## config.mk

```make
export PLATFORM = sky130hd
export DESIGN_NAME = cmndf_module_flat
export DESIGN_NICKNAME = d
export VERILOG_FILES = /design/src/rtl/cmndf_pkg.sv /design/src/rtl/cmndf_if.sv /design/src/rtl/cmndf_divider.sv /design/src/rtl/cmndf_module.sv /design/src/flat_wrapper.sv
export SDC_FILE = /design/constraint.sdc
export NUM_CORES = 1
export LEC_CHECK = 0
export CAP_MARGIN = 40
export CORE_ASPECT_RATIO = 0.7
export CORE_MARGIN = 5
export CORE_UTILIZATION = 45
export CTS_CLUSTER_DIAMETER = 150
export DETAILED_ROUTE_END_ITERATION = 7
export GPL_ROUTABILITY_DRIVEN = 0
export REMOVE_ABC_BUFFERS = 1
export SKIP_CTS_REPAIR_TIMING = 1
export SLEW_MARGIN = 10
export SYNTH_ARGS = -nofsm -noshare
export SYNTH_HDL_FRONTEND = slang
export SYNTH_SLANG_ARGS = --single-unit
```

## constraint.sdc

```tcl
create_clock -name clk -period 15.9 [get_ports clk]
set_clock_uncertainty 0.2 [all_clocks]
set_input_delay 3.18 -clock clk [delete_from_list [all_inputs] [get_ports clk]]
set_output_delay 3.18 -clock clk [all_outputs]
set_load 0.02 [all_outputs]
```

## src/rtl/cmndf_pkg.sv

```systemverilog
// Shared types and default configuration for the CMNDF (YIN cumulative-mean-
// normalized difference) engine.
package cmndf_pkg;

  localparam int CMNDF_ACC_WIDTH = 39;
  localparam int CMNDF_MAX_TAU   = 40;
  localparam int CMNDF_FRAC_BITS = 10;
  localparam int CMNDF_OUT_WIDTH = 16;
  localparam int CMNDF_MIN_TAU   = 2;

  // Derived widths for the default configuration.
  localparam int TAU_BITS = $clog2(CMNDF_MAX_TAU);
  localparam int SUM_W    = CMNDF_ACC_WIDTH + TAU_BITS;
  localparam int DIV_W    = SUM_W + CMNDF_FRAC_BITS;
  localparam int ONE_Q    = 1 << CMNDF_FRAC_BITS;

  typedef enum logic [2:0] {
    IDLE,
    WAIT_D,
    DIVIDE,
    EMIT,
    DONE
  } state_t;

endpackage

```

## src/rtl/cmndf_if.sv

```systemverilog
// Stream interface of the CMNDF engine: d(tau) input handshake, d'(tau)
// output strobe and frame-level detection results.
interface cmndf_if
  import cmndf_pkg::*;
#(
  parameter int ACC_W = CMNDF_ACC_WIDTH,
  parameter int OUT_W = CMNDF_OUT_WIDTH,
  parameter int TAU_W = TAU_BITS
) ();

  logic [OUT_W-1:0] threshold;
  logic             start;
  logic             d_valid;
  logic [ACC_W-1:0] d_in;
  logic             d_ready;
  logic             cmndf_valid;
  logic [OUT_W-1:0] cmndf_out;
  logic [TAU_W-1:0] cmndf_tau;
  logic             done;
  logic             tau_found;
  logic [TAU_W-1:0] tau_est;

  // Producer/consumer side (drives frames in, takes results out).
  modport master (
    output threshold, start, d_valid, d_in,
    input  d_ready, cmndf_valid, cmndf_out, cmndf_tau, done, tau_found, tau_est
  );

  // The engine itself.
  modport slave (
    input  threshold, start, d_valid, d_in,
    output d_ready, cmndf_valid, cmndf_out, cmndf_tau, done, tau_found, tau_est
  );

endinterface

```

## src/rtl/cmndf_divider.sv

```systemverilog
// Fixed-latency restoring divider: one quotient bit per cycle, N_W cycles per
// divide. A zero divisor is flagged and the iterations are skipped, but the
// counter still runs so timing never depends on data.
module cmndf_divider #(
  parameter int N_W = 55,
  parameter int D_W = 45
) (
  input  logic           clk,
  input  logic           reset,
  input  logic           start,
  input  logic [N_W-1:0] dividend,
  input  logic [D_W-1:0] divisor,
  output logic           busy,
  output logic           done,
  output logic [N_W-1:0] quotient,
  output logic           div_zero
);

  localparam int CNT_W = $clog2(N_W + 1);

  logic [N_W-1:0]   q;
  logic [D_W-1:0]   dsr;
  logic [D_W-1:0]   rem;
  logic [CNT_W-1:0] cnt;
  logic             zero;
  logic [D_W:0]     rem_sh;
  logic [D_W-1:0]   rem_sub;
  logic             take;

  // Trial subtraction of the shifted partial remainder.
  always_comb begin
    rem_sh  = {rem, q[N_W-1]};
    take    = rem_sh >= {1'b0, dsr};
    // The true difference is below the divisor whenever it is taken, so the
    // low D_W bits are exact.
    rem_sub = rem_sh[D_W-1:0] - dsr;
  end

  // Iteration register: load on start, then shift one quotient bit per cycle.
  always_ff @(posedge clk) begin
    // NOTE: every datapath register here is a handful of flops, not a memory,
    // so all of them are reset; no array is left to power up as X.
    if (!reset) begin
      q    <= '0;
      dsr  <= '0;
      rem  <= '0;
      cnt  <= '0;
      zero <= 1'b0;
    end else if (start) begin
      // NOTE: non-blocking assignments make every register here update from
      // the pre-edge values, which is what a clocked divider step requires.
      q    <= dividend;
      dsr  <= divisor;
      rem  <= '0;
      cnt  <= CNT_W'(N_W);
      zero <= (divisor == '0);
    end else if (cnt != '0) begin
      cnt <= cnt - CNT_W'(1);
      if (!zero) begin
        rem <= take ? rem_sub : rem_sh[D_W-1:0];
        q   <= {q[N_W-2:0], take};
      end
    end
  end

  assign busy     = (cnt != '0);
  // High during the cycle whose closing edge completes the last iteration.
  assign done     = (cnt == CNT_W'(1));
  assign quotient = q;
  assign div_zero = zero;

endmodule

```

## src/rtl/cmndf_module.sv

```systemverilog
// Streaming CMNDF engine: d'(tau) = d(tau)*tau / sum_{j=1..tau} d(j) in
// unsigned Q.FRAC_BITS, plus the YIN absolute-threshold period search.
// Optional build macro: CMNDF_GLOBAL_MIN_FALLBACK_EN -- when no threshold
// crossing occurs, report the tau of the global minimum of d' instead of 0.
module cmndf_module
  import cmndf_pkg::*;
#(
  parameter int ACC_WIDTH = CMNDF_ACC_WIDTH,
  parameter int MAX_TAU   = CMNDF_MAX_TAU,
  parameter int FRAC_BITS = CMNDF_FRAC_BITS,
  parameter int OUT_WIDTH = CMNDF_OUT_WIDTH,
  parameter int MIN_TAU   = CMNDF_MIN_TAU
) (
  input logic   clk,
  input logic   reset,
  cmndf_if.slave bus
);

  localparam int TAU_W     = $clog2(MAX_TAU);
  localparam int SUM_WIDTH = ACC_WIDTH + TAU_W;
  localparam int DIV_WIDTH = SUM_WIDTH + FRAC_BITS;
  localparam logic [OUT_WIDTH-1:0] ONE_VAL = OUT_WIDTH'(1) << FRAC_BITS;

  state_t               state, state_nxt;
  logic [TAU_W-1:0]     tau;
  logic [SUM_WIDTH-1:0] sum, sum_add, den, prod;
  logic [DIV_WIDTH-1:0] num, quot;
  logic [OUT_WIDTH-1:0] thr, cur_val, cand_val;
  logic [TAU_W-1:0]     cand_tau, tau_est_q;
  logic                 found, tracking, tau_found_q;
  logic                 frame_start, xfer, last_tau, eligible;
  logic                 div_start, div_busy, div_done, div_zero;

`ifdef CMNDF_GLOBAL_MIN_FALLBACK_EN
  logic [OUT_WIDTH-1:0] gmin_val;
  logic [TAU_W-1:0]     gmin_tau;
  logic                 gmin_valid;
`endif

  // start is honoured in IDLE and, as an abort, in WAIT_D; abort beats a
  // simultaneous transfer.
  assign frame_start = bus.start && (state == IDLE || state == WAIT_D);
  assign xfer        = (state == WAIT_D) && bus.d_valid && !bus.start;
  assign last_tau    = (tau == TAU_W'(MAX_TAU - 1));
  assign eligible    = (int'(tau) >= MIN_TAU);
  assign sum_add     = sum + SUM_WIDTH'(bus.d_in);
  assign prod        = SUM_WIDTH'(bus.d_in) * SUM_WIDTH'(tau);
  // Launch one divide on the first DIVIDE cycle; this extra cycle sits
  // between the operand latch and the first iteration.
  assign div_start   = (state == DIVIDE) && !div_busy;

  cmndf_divider #(
    .N_W (DIV_WIDTH),
    .D_W (SUM_WIDTH)
  ) u_div (
    .clk      (clk),
    .reset    (reset),
    .start    (div_start),
    .dividend (num),
    .divisor  (den),
    .busy     (div_busy),
    .done     (div_done),
    .quotient (quot),
    .div_zero (div_zero)
  );

  // State register.
  always_ff @(posedge clk) begin
    if (!reset) state <= IDLE;
    else        state <= state_nxt;
  end

  // Next-state logic.
  always_comb begin
    // NOTE: assigning the default first means every path drives state_nxt,
    // so no latch is inferred for cases that do not change state.
    state_nxt = state;
    unique case (state)
      IDLE:    if (bus.start) state_nxt = WAIT_D;
      WAIT_D: begin
        if (bus.start)        state_nxt = WAIT_D;
        else if (bus.d_valid) state_nxt = (tau == '0) ? EMIT : DIVIDE;
      end
      DIVIDE:  if (div_done) state_nxt = EMIT;
      EMIT:    state_nxt = last_tau ? DONE : WAIT_D;
      DONE:    state_nxt = IDLE;
      default: state_nxt = IDLE;
    endcase
  end

  // Current d': 1.0 for tau 0 and for a zero running sum, else the
  // saturated floor quotient.
  always_comb begin
    cur_val = quot[OUT_WIDTH-1:0];
    if (tau == '0 || div_zero)           cur_val = ONE_VAL;
    else if (|quot[DIV_WIDTH-1:OUT_WIDTH]) cur_val = '1;
  end

  // Frame datapath: running sum, divide operands, tau counter, search state.
  always_ff @(posedge clk) begin
    if (!reset) begin
      thr         <= '0;
      sum         <= '0;
      den         <= '0;
      num         <= '0;
      tau         <= '0;
      found       <= 1'b0;
      tracking    <= 1'b0;
      cand_tau    <= '0;
      cand_val    <= '0;
      tau_found_q <= 1'b0;
      tau_est_q   <= '0;
`ifdef CMNDF_GLOBAL_MIN_FALLBACK_EN
      gmin_val    <= '0;
      gmin_tau    <= '0;
      gmin_valid  <= 1'b0;
`endif
    end else if (frame_start) begin
      thr         <= bus.threshold;
      sum         <= '0;
      tau         <= '0;
      found       <= 1'b0;
      tracking    <= 1'b0;
      cand_tau    <= '0;
      cand_val    <= '0;
      tau_found_q <= 1'b0;
      tau_est_q   <= '0;
`ifdef CMNDF_GLOBAL_MIN_FALLBACK_EN
      gmin_val    <= '0;
      gmin_tau    <= '0;
      gmin_valid  <= 1'b0;
`endif
    end else begin
      // d(0) is discarded; later samples feed the sum and the divider.
      if (xfer && tau != '0) begin
        sum <= sum_add;
        den <= sum_add;
        num <= {prod, {FRAC_BITS{1'b0}}};
      end

      if (state == EMIT) begin
        tau <= last_tau ? '0 : tau + TAU_W'(1);
        if (eligible) begin
          // First dip below threshold, then follow the strictly falling run
          // down to its local minimum; ties keep the earlier tau.
          if (!found) begin
            if (cur_val < thr) begin
              found    <= 1'b1;
              tracking <= 1'b1;
              cand_tau <= tau;
              cand_val <= cur_val;
            end
          end else if (tracking) begin
            if (cur_val < cand_val) begin
              cand_tau <= tau;
              cand_val <= cur_val;
            end else begin
              tracking <= 1'b0;
            end
          end
`ifdef CMNDF_GLOBAL_MIN_FALLBACK_EN
          if (!gmin_valid || cur_val < gmin_val) begin
            gmin_valid <= 1'b1;
            gmin_val   <= cur_val;
            gmin_tau   <= tau;
          end
`endif
        end
      end

      if (state == DONE) begin
        tau_found_q <= found;
`ifdef CMNDF_GLOBAL_MIN_FALLBACK_EN
        tau_est_q   <= found ? cand_tau : gmin_tau;
`else
        tau_est_q   <= found ? cand_tau : '0;
`endif
      end
    end
  end

  assign bus.d_ready     = (state == WAIT_D);
  assign bus.cmndf_valid = (state == EMIT);
  assign bus.cmndf_out   = (state == EMIT) ? cur_val : '0;
  assign bus.cmndf_tau   = (state == EMIT) ? tau : '0;
  assign bus.done        = (state == DONE);
  assign bus.tau_found   = tau_found_q;
  assign bus.tau_est     = tau_est_q;

endmodule

```

## src/flat_wrapper.sv

```systemverilog
// flat-port wrapper written by rule: the top's interface ports become plain ports
module cmndf_module_flat import cmndf_pkg::*;
#(
  parameter int ACC_WIDTH = CMNDF_ACC_WIDTH,
  parameter int MAX_TAU   = CMNDF_MAX_TAU,
  parameter int FRAC_BITS = CMNDF_FRAC_BITS,
  parameter int OUT_WIDTH = CMNDF_OUT_WIDTH,
  parameter int MIN_TAU   = CMNDF_MIN_TAU
)
  (clk, reset, bus_threshold, bus_start, bus_d_valid, bus_d_in, bus_d_ready, bus_cmndf_valid, bus_cmndf_out, bus_cmndf_tau, bus_done, bus_tau_found, bus_tau_est);
  cmndf_if #(.ACC_W(CMNDF_ACC_WIDTH), .OUT_W(CMNDF_OUT_WIDTH), .TAU_W(TAU_BITS)) bus_i ();
  input logic clk;
  input logic reset;
  input wire logic [$bits(bus_i.threshold)-1:0] bus_threshold;
  input wire logic [$bits(bus_i.start)-1:0] bus_start;
  input wire logic [$bits(bus_i.d_valid)-1:0] bus_d_valid;
  input wire logic [$bits(bus_i.d_in)-1:0] bus_d_in;
  output wire logic [$bits(bus_i.d_ready)-1:0] bus_d_ready;
  output wire logic [$bits(bus_i.cmndf_valid)-1:0] bus_cmndf_valid;
  output wire logic [$bits(bus_i.cmndf_out)-1:0] bus_cmndf_out;
  output wire logic [$bits(bus_i.cmndf_tau)-1:0] bus_cmndf_tau;
  output wire logic [$bits(bus_i.done)-1:0] bus_done;
  output wire logic [$bits(bus_i.tau_found)-1:0] bus_tau_found;
  output wire logic [$bits(bus_i.tau_est)-1:0] bus_tau_est;
  assign bus_i.threshold = bus_threshold;
  assign bus_i.start = bus_start;
  assign bus_i.d_valid = bus_d_valid;
  assign bus_i.d_in = bus_d_in;
  assign bus_d_ready = bus_i.d_ready;
  assign bus_cmndf_valid = bus_i.cmndf_valid;
  assign bus_cmndf_out = bus_i.cmndf_out;
  assign bus_cmndf_tau = bus_i.cmndf_tau;
  assign bus_done = bus_i.done;
  assign bus_tau_found = bus_i.tau_found;
  assign bus_tau_est = bus_i.tau_est;
  cmndf_module #(.ACC_WIDTH(ACC_WIDTH), .MAX_TAU(MAX_TAU), .FRAC_BITS(FRAC_BITS), .OUT_WIDTH(OUT_WIDTH), .MIN_TAU(MIN_TAU)) u_core (.clk(clk), .reset(reset), .bus(bus_i));
endmodule
```

* Word-level counts from Yosys, hierarchy flattened
Cells that the tools add are included.
** Storage, ports and cells
- Bits in registers :: 343
- Input port bits :: 59
- Output and inout bits :: 32
- Word-level logic and storage cells :: 101
** Cells by class
- Add/subtract/negate cells :: 4
- Multipliers :: 1
- $lt $le $gt $ge :: 4
- Equality and inequality tests :: 12
- Muxes and demuxes :: 33
- Bitwise gates (word level) :: 3
- Reduce and logical (&&, ||, !) cells :: 26
** Operators by type and width (count)
- $mux W55 :: 3
- $mux W16 :: 7
- $mux W6 :: 9
- $ge A46 B45 Y1 :: 1
- $add A45 B39 Y45 :: 1
- $logic_not A45 Y1 :: 1
- $mul A39 B6 Y45 :: 1
- $mux W45 :: 1
- $sub A45 B45 Y45 :: 1
- $reduce_or A39 Y1 :: 1
- $lt A16 B16 Y1 :: 2
- $mux W3 :: 5
- $pmux W3 S4 :: 1
- $reduce_bool A6 Y1 :: 2
- $reduce_and A2 Y1 :: 4
- $mux W1 :: 7
- $add A6 B1 Y6 const B :: 1
- $eq A3 B2 Y1 const B :: 2
- $eq A6 B1 Y1 const B :: 1
- $eq A6 B6 Y1 const B :: 1
- $ge A6 B2 Y1 const B :: 1
- $logic_not A6 Y1 :: 1
- $ne A2 B2 Y1 const B :: 3
- $reduce_and A3 Y1 :: 2
- 13 further kinds :: 24

* Longest topological paths before layout
- Depth in word-level cells :: 7
- Depth in mapped cells :: 21
- Gate-level depth less buffers :: 19

* Modules after synthesis
Synthesis repeated with hierarchy kept, for this count alone.
** Second synthesis, totals
- Cell total of the unflattened synthesis :: 3435
- Area total of the unflattened synthesis :: 27209.8 um^2
** Modules (own cells, without submodules)
- cmndf_module :: times used 1, cells an instance 2174, area each 17684.5 um^2
- cmndf_divider :: times used 1, cells an instance 1261, area each 9525.4 um^2

* Worst setup path before layout
Ideal clock, no wire load.
- Path type :: input port to flip-flop
- Start :: input port bus_d_in[15]
- End :: register u_core.num[46]
- Library setup time :: 0.120 ns
- Arrival time :: 7.640 ns
- Setup slack :: 7.940 ns
- Cell stages on the path :: 18
- Path buffers :: 0
- Path through :: and2_1 -> fa_1 -> fa_1 -> inv_1 -> fa_1 -> inv_1 -> ha_1 -> a21o_1 -> a31o_1 -> a221oi_1 -> and3_1 -> a21boi_1 -> a21o_1 -> a21o_1 -> a221o_1 -> a221o_1 -> a21o_1 -> a211o_1
** On the way
- Cells in the longest elaborated chain, start to end :: 1
** RTL lines
- from (decl) :: RTL line flat_wrapper.sv:17 : input wire logic [$bits(bus_i.d_in)-1:0] bus_d_in;
- $mul A39 B6 Y45 :: RTL line cmndf_module.sv:47 : assign prod = SUM_WIDTH'(bus.d_in) * SUM_WIDTH'(tau);
- to (signal assigned) :: RTL line cmndf_module.sv:138 : num <= {prod, {FRAC_BITS{1'b0}}};
- to (decl) :: RTL line cmndf_module.sv:27 : logic [DIV_WIDTH-1:0] num, quot;
Every way passes these cells.
A chain may end at the register's enable or synchronous reset.

* Final worst setup path
- Start :: input port bus_d_in[2]
- End :: register u_core.num[51]
The elaborated chain is that of the path after synthesis.

==> run metrics <==
run status=finished, final reports clean; worst r2r dst=u_core.num[51]$_SDFFE_PN0P_; Setup crit start kind=primary input; Via-to-Cell Ratio=5.592; CTS tree=yes; Die Y=208.8 um; io pins=91; number of synthesized register bits=343; htree depth=2; Post-synth top flop=dfxtp_1; Die Area=0.06141 mm^2; total chip power=2.967 mW; nature of the critical path endpoint=register; ant diodes=0; Flop pwr share=32.0%; Pins Over Slew Limit=0; Crit Path Category=in2reg; min-delay worst type=reg2reg; Initial Utilization=45.73%; Worst slew margin=39.96%; DP Cell Count=3,898; reg-to-reg startpoint=u_core.tau[3]$_SDFFE_PP0P_; Clock Power Share=31.2%; Bufs on Longest Clock Path=3; chip width=294.1 um; hpwl dp=52.07 mm; Req. time, crit path=16.12 ns; initial antenna violation count=5; synthesized instance count=3,201; Routed wire per std cell=17.78 um; final period utilization=54.78%; IO buf count=90; clock buffer count from CTS=38; post-synthesis async set-or-reset flop share=0%; layout cells sized above 1=3.847%; Final Hold Slack=0.2522 ns; clock sinks=343; final WL=70.46 mm; Logic pwr share=36.8%; highest clock rate=114.8 MHz; Register-to-Register Path Depth=19; final core utilization=50.74%; TNS Setup=0 ns; Critical Path Source=bus_d_in[2]; final hold viol count=0; Layout Area Growth over Synthesis=10.95%; crit path time final=8.710 ns; nets@finish=3,580; global route overflow=0; measured slew at the worst slew-check pin=0.8893 ns; Clock Latency Late Sink=0.56 ns; max-capacitance violation count=0; CP Data Arrival Time=8.93 ns; internal power=1.887 mW; vias=22,160; Clock transition at path regs=0.06 ns; CTS root buf=clkbuf_16; Netlist cell types=72; synth warn=0; crit-path max FO=7; global-route usage over all layers=22.54%; switching pwr=1.081 mW; number of global-route vias before repair=21,870; RSZ-0062 raised after global routing=false; dpl ws=6.826 ns; Core ar.=0.05558 mm^2; Setup violations, final=0; worst setup margin=7.190 ns; syn avg cell area=7.941 um^2; Sw Share=36.42%; CP endpoint=u_core.num[51]$_SDFFE_PN0P_; Leak=12.10 nW; largest net degree at the start of global routing=73; Placed Area=0.02692 mm^2; Final Cell Area=0.02820 mm^2; register-to-register setup slack=9.53 ns; mapped cell area=0.02542 mm^2; final std cells w/o fill=3,963; sequential cell area fraction in the yosys report=27.01%; drc violations=0; peak supply drop=95.37 uV; Post-synth EDFFs=0; first-pass GRT wire length=114.7 mm; drt first-iter violations=1,693; Pre-antenna DRT Iters=6; row count=72; PwrDens=105.2 mW/mm^2; Detail Route Antenna Nets=0
synthesized netlist by cell type (all sizes together) (4+ instances only):
cell	n	area (um^2)
o21a	31	232.7
nand4	32	200.2
ha	172	2152
nand3	72	360.4
and2	243	1520
and3	16	100.1
buf	16	77.58
dfxtp	343	6867
a22oi	59	442.9
mux2i	23	230.2
o21bai	18	135.1
nand3b	4	30.03
clkbuf	146	548.0
a21boi	11	82.57
a221oi	7	61.31
o31ai	12	105.1
xnor2	64	560.5
nand2b	17	106.4
a22o	9	78.83
a21oi	350	1755
a31oi	12	75.07
inv	304	1141
a211oi	21	157.7
a31o	11	96.34
a211o	4	35.03
a311oi	4	35.03
nor3	19	95.09
or2	4	25.02
xor2	54	473.0
nand2	473	1775
or3	7	43.79
nor4	27	168.9
nor4b	5	43.79
nor2b	14	87.58
o211ai	7	52.55
a21o	89	668.1
nor2	145	544.3
o21ai	159	807.0
a41o	4	40.04
fa	151	3023
layout by cell type, fill, tap and decap left out, drive strengths merged, types with 17 or more instances in the layout:
master and count:
o21ai 159, fa 151, xnor2 64, a21oi 350
a22oi 59, buf 30, nand2b 17, xor2 54
o21bai 18, mux2i 23, clkbuf 54, nor2 145
inv 305, nand2 473, ha 172, nand4 32
a211oi 21, nor4 27, nor3 19, a21o 89
clkdlybuf4s50 89, o21a 31, and2 243, dfxtp 343
nand3 72
cell families (layout without fill, tap and decap cells):
family,count (synthesis),in the layout,synth area share [%]
buf+inv,467,489,6.965
compound gates,834,834,20.10
flops,343,343,27.01
simple gates,1091,1091,20.50
fa+ha+maj,323,323,20.36
mux,25,25,0.9943
xor+xnor,118,118,4.066
worst min path at each step:
stage,from,cells after the start,endpoint,slack (ns)
2_1_floorplan,u_core.num[18]$_SDFFE_PN0P_,2,u_core.num[18]$_SDFFE_PN0P_,0.23
3_3_place_gp,u_core.num[20]$_SDFFE_PN0P_,2,u_core.num[20]$_SDFFE_PN0P_,0.24
3_5_place_dp,u_core.num[16]$_SDFFE_PN0P_,2,u_core.num[16]$_SDFFE_PN0P_,0.24
4_1_cts,u_core.num[16]$_SDFFE_PN0P_,2,u_core.num[16]$_SDFFE_PN0P_,0.25
5_1_grt,u_core.num[16]$_SDFFE_PN0P_,2,u_core.num[16]$_SDFFE_PN0P_,0.27
6_report,u_core.num[40]$_SDFFE_PN0P_,2,u_core.num[40]$_SDFFE_PN0P_,0.25
critical path: stages:
cell	delay, ns
clkdlybuf4s50_1	0.58
and2_1	0.27
fa_1	0.49
fa_1	0.56
inv_1	0.06
fa_1	0.53
inv_1	0.04
ha_1	0.35
o21ai_0	0.12
nor2_1	0.20
o21ai_0	0.27
a31oi_1	0.54
o211ai_1	0.23
o21ai_0	0.35
a21boi_0	0.24
o31ai_1	0.55
nor4b_1	0.11
a21oi_1	0.15
a31oi_1	0.10
registers in the layout, indices dropped and copies added, names as in the netlist:
name                   flops
u_core.found               1
u_core.u_div.quotient     55
u_core.den                45
u_core.sum                45
u_core.u_div.rem          45
u_core.u_div.div_zero      1
u_core.thr                16
u_core.tracking            1
u_core.tau                 6
u_core.u_div.cnt           6
u_core.u_div.dsr          45
u_core.num                45
u_core.cand_tau            6
u_core.bus.tau_est         6
u_core.state               3
u_core.cand_val           16
u_core.bus.tau_found       1
layout make-up:
class	instances	area, um^2
well taps	740	925.9
flip-flops and latches	343	6867
multi-input cells	2391	16830
clock inverters	11	166.4
clock buffers	54	1112
repair buffers	119	1146
fillers	5295	27380
inverters	305	1150
power by group through the flow:
stage / Clock [mW] / Combinational, mW / Sequential, mW
final: 0.926 / 1.09 / 0.949
after global routing: 0.978 / 1.21 / 0.954
after CTS: 0.948 / 1.08 / 0.948
after detailed placement: 0 / 1.07 / 0.967
after global placement: 0 / 1.05 / 0.966
after floorplan: 0 / 0.785 / 0.956
layer usage:
layer  GRT usage, %  vias up  share of wire [%]
li1               -    10780                  -
met1          33.24    10640                 48
met2          34.05      633                 42
met3          3.991      107                7.1
met4          6.056        6                2.3
met5              0        -              0.044
No activity file was read; power rests on OpenSTA's default activity.
